--- src/rtl/multicycle_control_unit_if.sv ---
// Memory handshake bundle between the multi-cycle control unit and the
// instruction/data memories.
interface multicycle_control_unit_if;
   logic imem_req;
   logic imem_ready;
   logic mem_read;
   logic mem_write;
   logic dmem_ready;

   modport master (
      output imem_req,
      output mem_read,
      output mem_write,
      input  imem_ready,
      input  dmem_ready
   );

   modport slave (
      input  imem_req,
      input  mem_read,
      input  mem_write,
      output imem_ready,
      output dmem_ready
   );
endinterface

--- src/rtl/multicycle_control_unit.sv ---
// Five-state multi-cycle control FSM for the 16-bit RISC core: per-state datapath
// controls, stalling memory handshakes, illegal-opcode and memory-timeout pulses.
module multicycle_control_unit #(
   parameter int OPCODE_W    = 4,
   parameter int ALU_OP_W    = 3,
   parameter int MEM_TIMEOUT = 16
) (
   input  logic                    clk,
   input  logic                    reset,
   input  logic [OPCODE_W-1:0]     opcode,
   input  logic                    alu_zero,
   multicycle_control_unit_if.master mem,
   output logic                    ir_write,
   output logic                    pc_write,
   output logic [1:0]              pc_src,
   output logic [ALU_OP_W-1:0]     alu_op,
   output logic                    alu_src,
   output logic                    reg_dst,
   output logic                    mem_to_reg,
   output logic                    reg_write,
   output logic                    illegal_op,
   output logic                    timeout,
   output logic                    instr_done,
   output logic [2:0]              state
);

   typedef enum logic [2:0] {
      FETCH  = 3'd0,
      DECODE = 3'd1,
      EXEC   = 3'd2,
      MEM    = 3'd3,
      WB     = 3'd4
   } state_t;

   localparam int CNT_W = (MEM_TIMEOUT > 0) ? $clog2(MEM_TIMEOUT + 1) : 1;
   localparam logic [CNT_W-1:0] CNT_MAX = CNT_W'(MEM_TIMEOUT);
   localparam logic [CNT_W-1:0] CNT_LIMIT = CNT_W'(MEM_TIMEOUT - 1);

   state_t           state_q, state_n;
   logic [3:0]       op_q;
   logic [CNT_W-1:0] cnt_q;

   logic imem_req_c, mem_read_c, mem_write_c;
   logic waiting, limit_hit;

   // Live-opcode decode, used only in DECODE before the opcode is latched
   logic       op_upper;
   logic [3:0] op_lo;
   logic       d_jmp, d_illegal;

   assign op_upper  = (opcode >> 4) != '0;
   assign op_lo     = opcode[3:0];
   assign d_jmp     = !op_upper && (op_lo == 4'b1101);
   assign d_illegal = op_upper || (op_lo == 4'b1010) || (op_lo == 4'b1110) ||
                      (op_lo == 4'b1111);

   logic q_lw, q_sw, q_alu, q_beq, q_bne;
   assign q_lw  = (op_q == 4'b0000);
   assign q_sw  = (op_q == 4'b0001);
   assign q_alu = (op_q >= 4'd2) && (op_q <= 4'd9);
   assign q_beq = (op_q == 4'b1011);
   assign q_bne = (op_q == 4'b1100);

   assign waiting = !reset &&
                    (((state_q == FETCH) && !mem.imem_ready) ||
                     ((state_q == MEM) && !mem.dmem_ready));
   // A ready in the limit cycle clears waiting, so ready always beats the timeout
   assign limit_hit = (MEM_TIMEOUT != 0) && waiting && (cnt_q >= CNT_LIMIT);

   always_ff @(posedge clk) begin
      if (reset) begin
         state_q <= FETCH;
         op_q    <= '0;
         cnt_q   <= '0;
      end else begin
         state_q <= state_n;
         if (state_q == DECODE) op_q <= op_lo;
         if (waiting && !limit_hit)
            cnt_q <= (cnt_q == CNT_MAX) ? cnt_q : cnt_q + 1'b1;
         else
            cnt_q <= '0;
      end
   end

   always_comb begin
      state_n     = state_q;
      imem_req_c  = 1'b0;
      mem_read_c  = 1'b0;
      mem_write_c = 1'b0;
      ir_write    = 1'b0;
      pc_write    = 1'b0;
      pc_src      = 2'b00;
      alu_op      = '0;
      alu_src     = 1'b0;
      reg_dst     = 1'b0;
      mem_to_reg  = 1'b0;
      reg_write   = 1'b0;
      illegal_op  = 1'b0;
      timeout     = 1'b0;
      instr_done  = 1'b0;
      if (!reset) begin
         case (state_q)
            FETCH: begin
               imem_req_c = 1'b1;
               if (mem.imem_ready) begin
                  ir_write = 1'b1;
                  pc_write = 1'b1;
                  state_n  = DECODE;
               end else if (limit_hit) begin
                  timeout = 1'b1;
                  state_n = FETCH;
               end
            end
            DECODE: begin
               if (d_illegal) begin
                  illegal_op = 1'b1;
                  instr_done = 1'b1;
                  state_n    = FETCH;
               end else if (d_jmp) begin
                  pc_write   = 1'b1;
                  pc_src     = 2'b10;
                  instr_done = 1'b1;
                  state_n    = FETCH;
               end else begin
                  state_n = EXEC;
               end
            end
            EXEC: begin
               if (q_lw || q_sw) begin
                  alu_src = 1'b1;
                  state_n = MEM;
               end else if (q_alu) begin
                  alu_op  = ALU_OP_W'(3'(op_q - 4'd2));
                  state_n = WB;
               end else begin
                  alu_op     = ALU_OP_W'(3'b001);
                  pc_src     = 2'b01;
                  pc_write   = (q_beq && alu_zero) || (q_bne && !alu_zero);
                  instr_done = 1'b1;
                  state_n    = FETCH;
               end
            end
            MEM: begin
               alu_src     = 1'b1;
               mem_read_c  = q_lw;
               mem_write_c = q_sw;
               if (mem.dmem_ready) begin
                  if (q_lw) begin
                     state_n = WB;
                  end else begin
                     instr_done = 1'b1;
                     state_n    = FETCH;
                  end
               end else if (limit_hit) begin
                  timeout = 1'b1;
                  state_n = FETCH;
               end
            end
            WB: begin
               reg_write  = 1'b1;
               instr_done = 1'b1;
               mem_to_reg = q_lw;
               reg_dst    = !q_lw;
               state_n    = FETCH;
            end
            default: state_n = FETCH;
         endcase
      end
   end

   assign mem.imem_req  = imem_req_c;
   assign mem.mem_read  = mem_read_c;
   assign mem.mem_write = mem_write_c;
   assign state         = reset ? 3'd0 : 3'(state_q);

endmodule

--- src/flat_wrapper.sv ---
// flat-port wrapper written by rule: the top's interface ports become plain ports
module multicycle_control_unit_flat 
#(
   parameter int OPCODE_W    = 4,
   parameter int ALU_OP_W    = 3,
   parameter int MEM_TIMEOUT = 16
)
  (clk, reset, opcode, alu_zero, ir_write, pc_write, pc_src, alu_op, alu_src, reg_dst, mem_to_reg, reg_write, illegal_op, timeout, instr_done, state, mem_imem_req, mem_mem_read, mem_mem_write, mem_imem_ready, mem_dmem_ready);
  multicycle_control_unit_if mem_i ();
  input  logic clk;
  input  logic reset;
  input  logic [OPCODE_W-1:0] opcode;
  input  logic alu_zero;
  output logic ir_write;
  output logic pc_write;
  output logic [1:0] pc_src;
  output logic [ALU_OP_W-1:0] alu_op;
  output logic alu_src;
  output logic reg_dst;
  output logic mem_to_reg;
  output logic reg_write;
  output logic illegal_op;
  output logic timeout;
  output logic instr_done;
  output logic [2:0] state;
  output wire logic [$bits(mem_i.imem_req)-1:0] mem_imem_req;
  output wire logic [$bits(mem_i.mem_read)-1:0] mem_mem_read;
  output wire logic [$bits(mem_i.mem_write)-1:0] mem_mem_write;
  input wire logic [$bits(mem_i.imem_ready)-1:0] mem_imem_ready;
  input wire logic [$bits(mem_i.dmem_ready)-1:0] mem_dmem_ready;
  assign mem_imem_req = mem_i.imem_req;
  assign mem_mem_read = mem_i.mem_read;
  assign mem_mem_write = mem_i.mem_write;
  assign mem_i.imem_ready = mem_imem_ready;
  assign mem_i.dmem_ready = mem_dmem_ready;
  multicycle_control_unit #(.OPCODE_W(OPCODE_W), .ALU_OP_W(ALU_OP_W), .MEM_TIMEOUT(MEM_TIMEOUT)) u_core (.clk(clk), .reset(reset), .opcode(opcode), .alu_zero(alu_zero), .mem(mem_i), .ir_write(ir_write), .pc_write(pc_write), .pc_src(pc_src), .alu_op(alu_op), .alu_src(alu_src), .reg_dst(reg_dst), .mem_to_reg(mem_to_reg), .reg_write(reg_write), .illegal_op(illegal_op), .timeout(timeout), .instr_done(instr_done), .state(state));
endmodule
--- config.mk ---
export PLATFORM = sky130hd
export DESIGN_NAME = multicycle_control_unit_flat
export DESIGN_NICKNAME = d
export VERILOG_FILES = /design/src/rtl/multicycle_control_unit_if.sv /design/src/rtl/multicycle_control_unit.sv /design/src/flat_wrapper.sv
export SDC_FILE = /design/constraint.sdc
export NUM_CORES = 1
export LEC_CHECK = 0
export BUFFER_PORTS_ARGS = -buffer_cell sky130_fd_sc_hd__buf_2
export CAP_MARGIN = 20
export CELL_PAD_IN_SITES_DETAIL_PLACEMENT = 1
export CELL_PAD_IN_SITES_GLOBAL_PLACEMENT = 1
export CORE_AREA = 4 4 43 83
export CTS_CLUSTER_DIAMETER = 30
export DETAILED_ROUTE_END_ITERATION = 12
export DIE_AREA = 0 0 47 87
export GPL_TIMING_DRIVEN = 0
export HOLD_SLACK_MARGIN = 0.02
export PLACE_DENSITY = 0.82
export REMOVE_ABC_BUFFERS = 1
export SLEW_MARGIN = 5
export SYNTH_ARGS = -nofsm -noshare
export SYNTH_HDL_FRONTEND = slang
export SYNTH_SLANG_ARGS = --single-unit
--- constraint.sdc ---
create_clock -name clk -period 1.5 [get_ports clk]
set_input_delay 0.075 -clock clk [delete_from_list [all_inputs] [get_ports clk]]
set_output_delay 0.075 -clock clk [all_outputs]
set_load 0.01 [all_outputs]
## After elaboration in Yosys (flattened, before gate mapping)

Cells that the tools add are included.

| storage, ports and cells | value |
|---|---|
| flip-flop bits (word level) | 12 |
| bits of input ports | 9 |
| output and inout bits | 20 |

| cells by class | value |
|---|---|
| add/subtract/negate cells | 2 |
| order comparisons | 3 |
| eq/ne operators | 12 |
| muxes and demuxes | 59 |
| bitwise gates (word level) | 1 |
| reduce and logical (&&, ||, !) cells | 22 |

Operators with widths:

| operator | count |
|---|---|
| 2-to-1 mux 1 bit | 36 |
| 2-to-1 mux 3 bit | 12 |
| == test 4 bit, second input constant | 6 |
| case mux 3 bit (4 select lines) | 1 |
| 2-to-1 mux 2 bit | 5 |
| logical AND 1 bit | 8 |
| == test 3 x 2 -> 1 bit, second input constant | 2 |
| zero test 1 bit | 6 |
| adder 5 x 1 -> 5 bit, second input constant | 1 |
| == test 5 bit, second input constant | 1 |
| greater-or-equal comparator 5 x 4 -> 1 bit, second input constant | 1 |
| logical OR 1 bit | 5 |
| == test 4 x 1 -> 1 bit, second input constant | 1 |
| greater-or-equal comparator 4 x 2 -> 1 bit, second input constant | 1 |
| less-or-equal comparator 4 bit, second input constant | 1 |
| zero test 4 bit | 1 |
| case mux 1 bit (2 select lines) | 2 |
| case mux 1 bit (4 select lines) | 1 |
| case mux 2 bit (2 select lines) | 1 |
| == test 3 x 1 -> 1 bit, second input constant | 1 |
| == test 3 bit, second input constant | 1 |
| zero test 3 bit | 1 |
| case mux 1 bit (3 select lines) | 1 |
| subtractor 3 x 2 -> 3 bit, second input constant | 1 |
| other kinds (2) | 2 |

## Logic depth before layout (Yosys ltp)

| logic depth | value |
|---|---|
| depth in word-level cells | 9 |
| depth in mapped cells | 6 |
| mapped depth without buffers | 6 |

## Worst setup path before layout

Ideal clock, no wire load.

| timing | value |
|---|---|
| kind | reg2reg |
| start | register u_core.cnt_q[0] |
| end | register u_core.cnt_q[2] |
| library setup time | 0.079 ns |
| data arrival time | 1.444 ns |
| required time | 1.421 ns |
| path slack | -0.023 ns |
| stages on the path, launching flop included | 7 |
| buffers on the path | 0 |
| cell sequence | dfxtp_1 -> ha_1 -> and3_1 -> ha_1 -> nor2_1 -> o2111ai_1 -> nor3_1 |

| on the way | value |
|---|---|
| longest elaborated chain between the ends | 6 |
| elaborated cells on any way between the ends | 8 |

Ends and longest elaborated chain:

| what | RTL line | text |
|---|---|---|
| start: declaration | multicycle_control_unit.sv:41 | `logic [CNT_W-1:0] cnt_q;` |
| start signal: assignment | multicycle_control_unit.sv:79 | `cnt_q <= (cnt_q == CNT_MAX) ? cnt_q : cnt_q + 1'b1;` |
| greater-or-equal comparator 5 x 4 -> 1 bit | multicycle_control_unit.sv:68 | `assign limit_hit = (MEM_TIMEOUT != 0) && waiting && (cnt_q >= CNT_LIMIT);` |
| logical AND 1 bit | multicycle_control_unit.sv:68 |  |
| zero test 1 bit | multicycle_control_unit.sv:78 | `if (waiting && !limit_hit)` |
| logical AND 1 bit | multicycle_control_unit.sv:78 |  |
| inverter 1 bit (no source line) | n/a |  |
| OR reduction 2 bit (no source line) | n/a |  |

Parallel ways exist; a longest one is shown, timed or not.
A chain may end at the register's enable or synchronous reset.

## Worst setup path in the final report

| timing | value |
|---|---|
| start | register u_core.op_q[1] |
| end | output port instr_done |

| on the way | value |
|---|---|
| longest elaborated chain between the ends | 6 |
| elaborated cells on any way between the ends | 12 |

Ends and longest elaborated chain:

| what | RTL line | text |
|---|---|---|
| start: declaration | multicycle_control_unit.sv:40 | `logic [3:0] op_q;` |
| start signal: assignment | multicycle_control_unit.sv:77 | `if (state_q == DECODE) op_q <= op_lo;` |
| greater-or-equal comparator 4 x 2 -> 1 bit or less-or-equal comparator 4 bit (tied branches) | multicycle_control_unit.sv:60 | `assign q_alu = (op_q >= 4'd2) && (op_q <= 4'd9);` |
| logical AND 1 bit | multicycle_control_unit.sv:60 |  |
| 2-to-1 mux 1 bit | multicycle_control_unit.sv:132 | `end else if (q_alu) begin` |
| 2-to-1 mux 1 bit | multicycle_control_unit.sv:129 | `if (q_lw \|\| q_sw) begin` |
| case mux 1 bit (4 select lines) (*) | multicycle_control_unit.sv:102 | `case (state_q)` |
| 2-to-1 mux 1 bit (*) | multicycle_control_unit.sv:101 | `if (!reset) begin` |
| end: declaration | flat_wrapper.sv:24 | `output logic instr_done;` |

Mark *: on every way between the ends. The rest lies on a longest branch, timed or not.

==> flow_summary.json <==
{
  "clk_latency_ns": 0.25,
  "async_reset_ff_frac": 0,
  "start_util": 0.3087,
  "synth_top_family_by_area": "simple AND/OR/NAND/NOR gates",
  "whs_ns": 0.1509,
  "dpl.cell_count": 169,
  "maxSlewViolCount": 0,
  "cap_violations": 0,
  "hpwl_mm": 2.194,
  "yosysUniqueCellTypes": 39,
  "violations": "setup timing",
  "synth_area_um2": 908.4,
  "post-route-util": 0.4983,
  "fin_crit_sh": 1.178,
  "diodes": 0,
  "tritoncts": "done",
  "numCtsBuffers": 3,
  "start_kind": "flop",
  "power_density_mw_per_mm2": 797.9,
  "vias": 1076,
  "grtUsageTotal": 0.1684,
  "max_freq_mhz": 565.8,
  "cp_max_fo": 6,
  "wl_per_cell_um": 18.60,
  "vias_per_cell": 5.518,
  "synth_compound_area_frac": 0.1198,
  "synth_area_leaders": "dfxtp_1 26%, nor2_1 7.9%, mux2i_1 5.5%",
  "io_pins": 29,
  "synth_edf_count": 0,
  "syn_avg_cell_area_um2": 7.698,
  "grt.overflow.total": 0,
  "antenna_found_initial": 0,
  "grt_pass1_vias": 1129,
  "die_area_mm2": 0.004089,
  "dp_worst_setup_slack_ns": -0.2333,
  "end_kind": "output pin",
  "p_leak_nw": 0.6226,
  "final.setup.tns_ns": -0.8283,
  "ys.flop_type": "dfxtp_1",
  "die_height_um": 87,
  "die_w_um": 47,
  "clockBufferDepth": 2,
  "synth_xor_area_frac": 0.02893,
  "rsz0062_at_grt": "true",
  "period_needed_ns": 1.767,
  "num_rows": 28,
  "root_buffer": "clkbuf_8",
  "fin_total_pwr_mw": 1.170,
  "clkTransAtPathRegs_ns": 0.05,
  "grt_pass1_wl_mm": 5.071,
  "stdcell_count": 195,
  "core_area_mm2": 0.002943,
  "synthMuxAreaShare": 0.06749,
  "route.detailed.drc": 0,
  "port_buffers": 28,
  "drive_gt1_frac": 0.5758,
  "syn_inst": 118,
  "yosysMostFrequentCell": "nor2_1",
  "clkSinkCount": 12,
  "cts_max_level": 1,
  "status": "finished with violations",
  "grt_max_degree": 14,
  "peakVddDrop_uv": 615.6,
  "yosysTopAreaCell": "dfxtp_1",
  "layout_setup_ws_ns": -0.2674,
  "yosys-top-cells-count": "19 x nor2_1, 12 x dfxtp_1, 8 x inv_1",
  "synth_fa_ha_area_frac": 0.04132,
  "placed_area_mm2": 0.001049,
  "hold_class": "in -> reg",
  "worstPathArrival_ns": 1.69,
  "drt_wl_total_mm": 3.627,
  "finalWeightedCongestion": 0.8708,
  "detail-route-antenna-nets": 0,
  "worst_pin_slew_ns": 0.6690,
  "drt_first_pass_iters": 3,
  "setup_viol": 9,
  "max_slew_margin": 0.5493,
  "synth_simple_gate_area_frac": 0.3967,
  "synth_top_area_share": 0.2645,
  "nNetsFinal": 178,
  "crit_required_ns": 1.42,
  "area_delta_synth_final_pct": 61.43,
  "hold_violations": 0,
  "fin_skew_ns": 0.006492,
  "design_area_mm2": 0.001466,
  "ys_ff_latch": 12,
  "critPathKind": "reg -> out",
  "cts_hold_buffers": 0,
  "ys_warn_count": 0,
  "seq_area_frac_synth": 0.2645,
  "drt-initial-drc-count": 19
}
[routing by layer]
layer,GRT usage,part of all wire
met5,0,0
met4,0.09824,0.034
met3,0.02070,0.025
met2,0.3160,0.62
met1,0.1570,0.32
[sequential cells by signal (all words and copies together) (netlist names)]
name	flops
u_core.cnt_q	5
u_core.op_q	4
u_core.state_q	3
[placed cells by master, fill, tap and decap left out, types with 2 or more instances in the layout]
cell      Yosys  final
and4b_1       2      2
a32oi_1       2      2
clkbuf_8      0      4
nand3b_1      4      4
dfxtp_4       0      4
a21oi_2       0      4
o211ai_1      2      2
xnor2_1       3      3
mux2i_1       5      5
nor3_1        7      4
nor2_2        0      4
dfxtp_1      12      3
buf_2         3     28
dfxtp_2       0      5
nor3_2        0      2
nand2_1       6      6
nand4_1       2      2
buf_6         1      5
nor2_1       19     14
or3_4         0      2
ha_4          0      2
buf_4         0     17
a31oi_1       4      4
inv_1         8      8
o21ai_0       3      3
[worst max-delay path, stage by stage, from the launching register on]
cell and delay (ns):
dfxtp_4 0.36, or4_4 0.56, a32oi_1 0.25, a31oi_1 0.13
buf_2 0.16
[area by class of cell]
| type | instances | area [µm²] |
|---|---|---|
| fillers | 360 | 1476 |
| clock buffers | 4 | 55.05 |
| multi-input cells | 90 | 752.0 |
| flip-flops and latches | 12 | 261.5 |
| inverters | 9 | 36.28 |
| repair buffers | 50 | 324.1 |
| well taps | 30 | 37.54 |
[power by group]
group          total (mW)  internal, mW  switching (mW)
registers           0.395         0.345          0.0492
logic               0.413         0.206           0.207
clock network       0.362         0.232           0.130
total                1.17         0.784           0.386
[worst paths after layout]
check                                startpoint                end  slack, ns  cells past startpoint
worst max-delay path             u_core.op_q[1]         instr_done      -0.27                      4
worst min-delay path                  opcode[0]     u_core.op_q[0]       0.15                      3
worst max register to register  u_core.cnt_q[0]  u_core.state_q[0]      -0.06                      7
worst min register to register   u_core.op_q[1]     u_core.op_q[1]       0.57                      2
[cells by family after synthesis]
kind of cell / after synthesis
simple gates: 61
xor+xnor: 3
buf+inv: 16
compound gates: 17
fa+ha+maj: 3
flops: 12
mux: 6
[repair_timing]
item | in CTS | in global routing
setup buffers | 10 | 12
resized for setup | 31 | 19
pin swaps | 4 | 18
endpoints found under the setup margin | 19 | 18
Power figures use the tool's default switching activity.
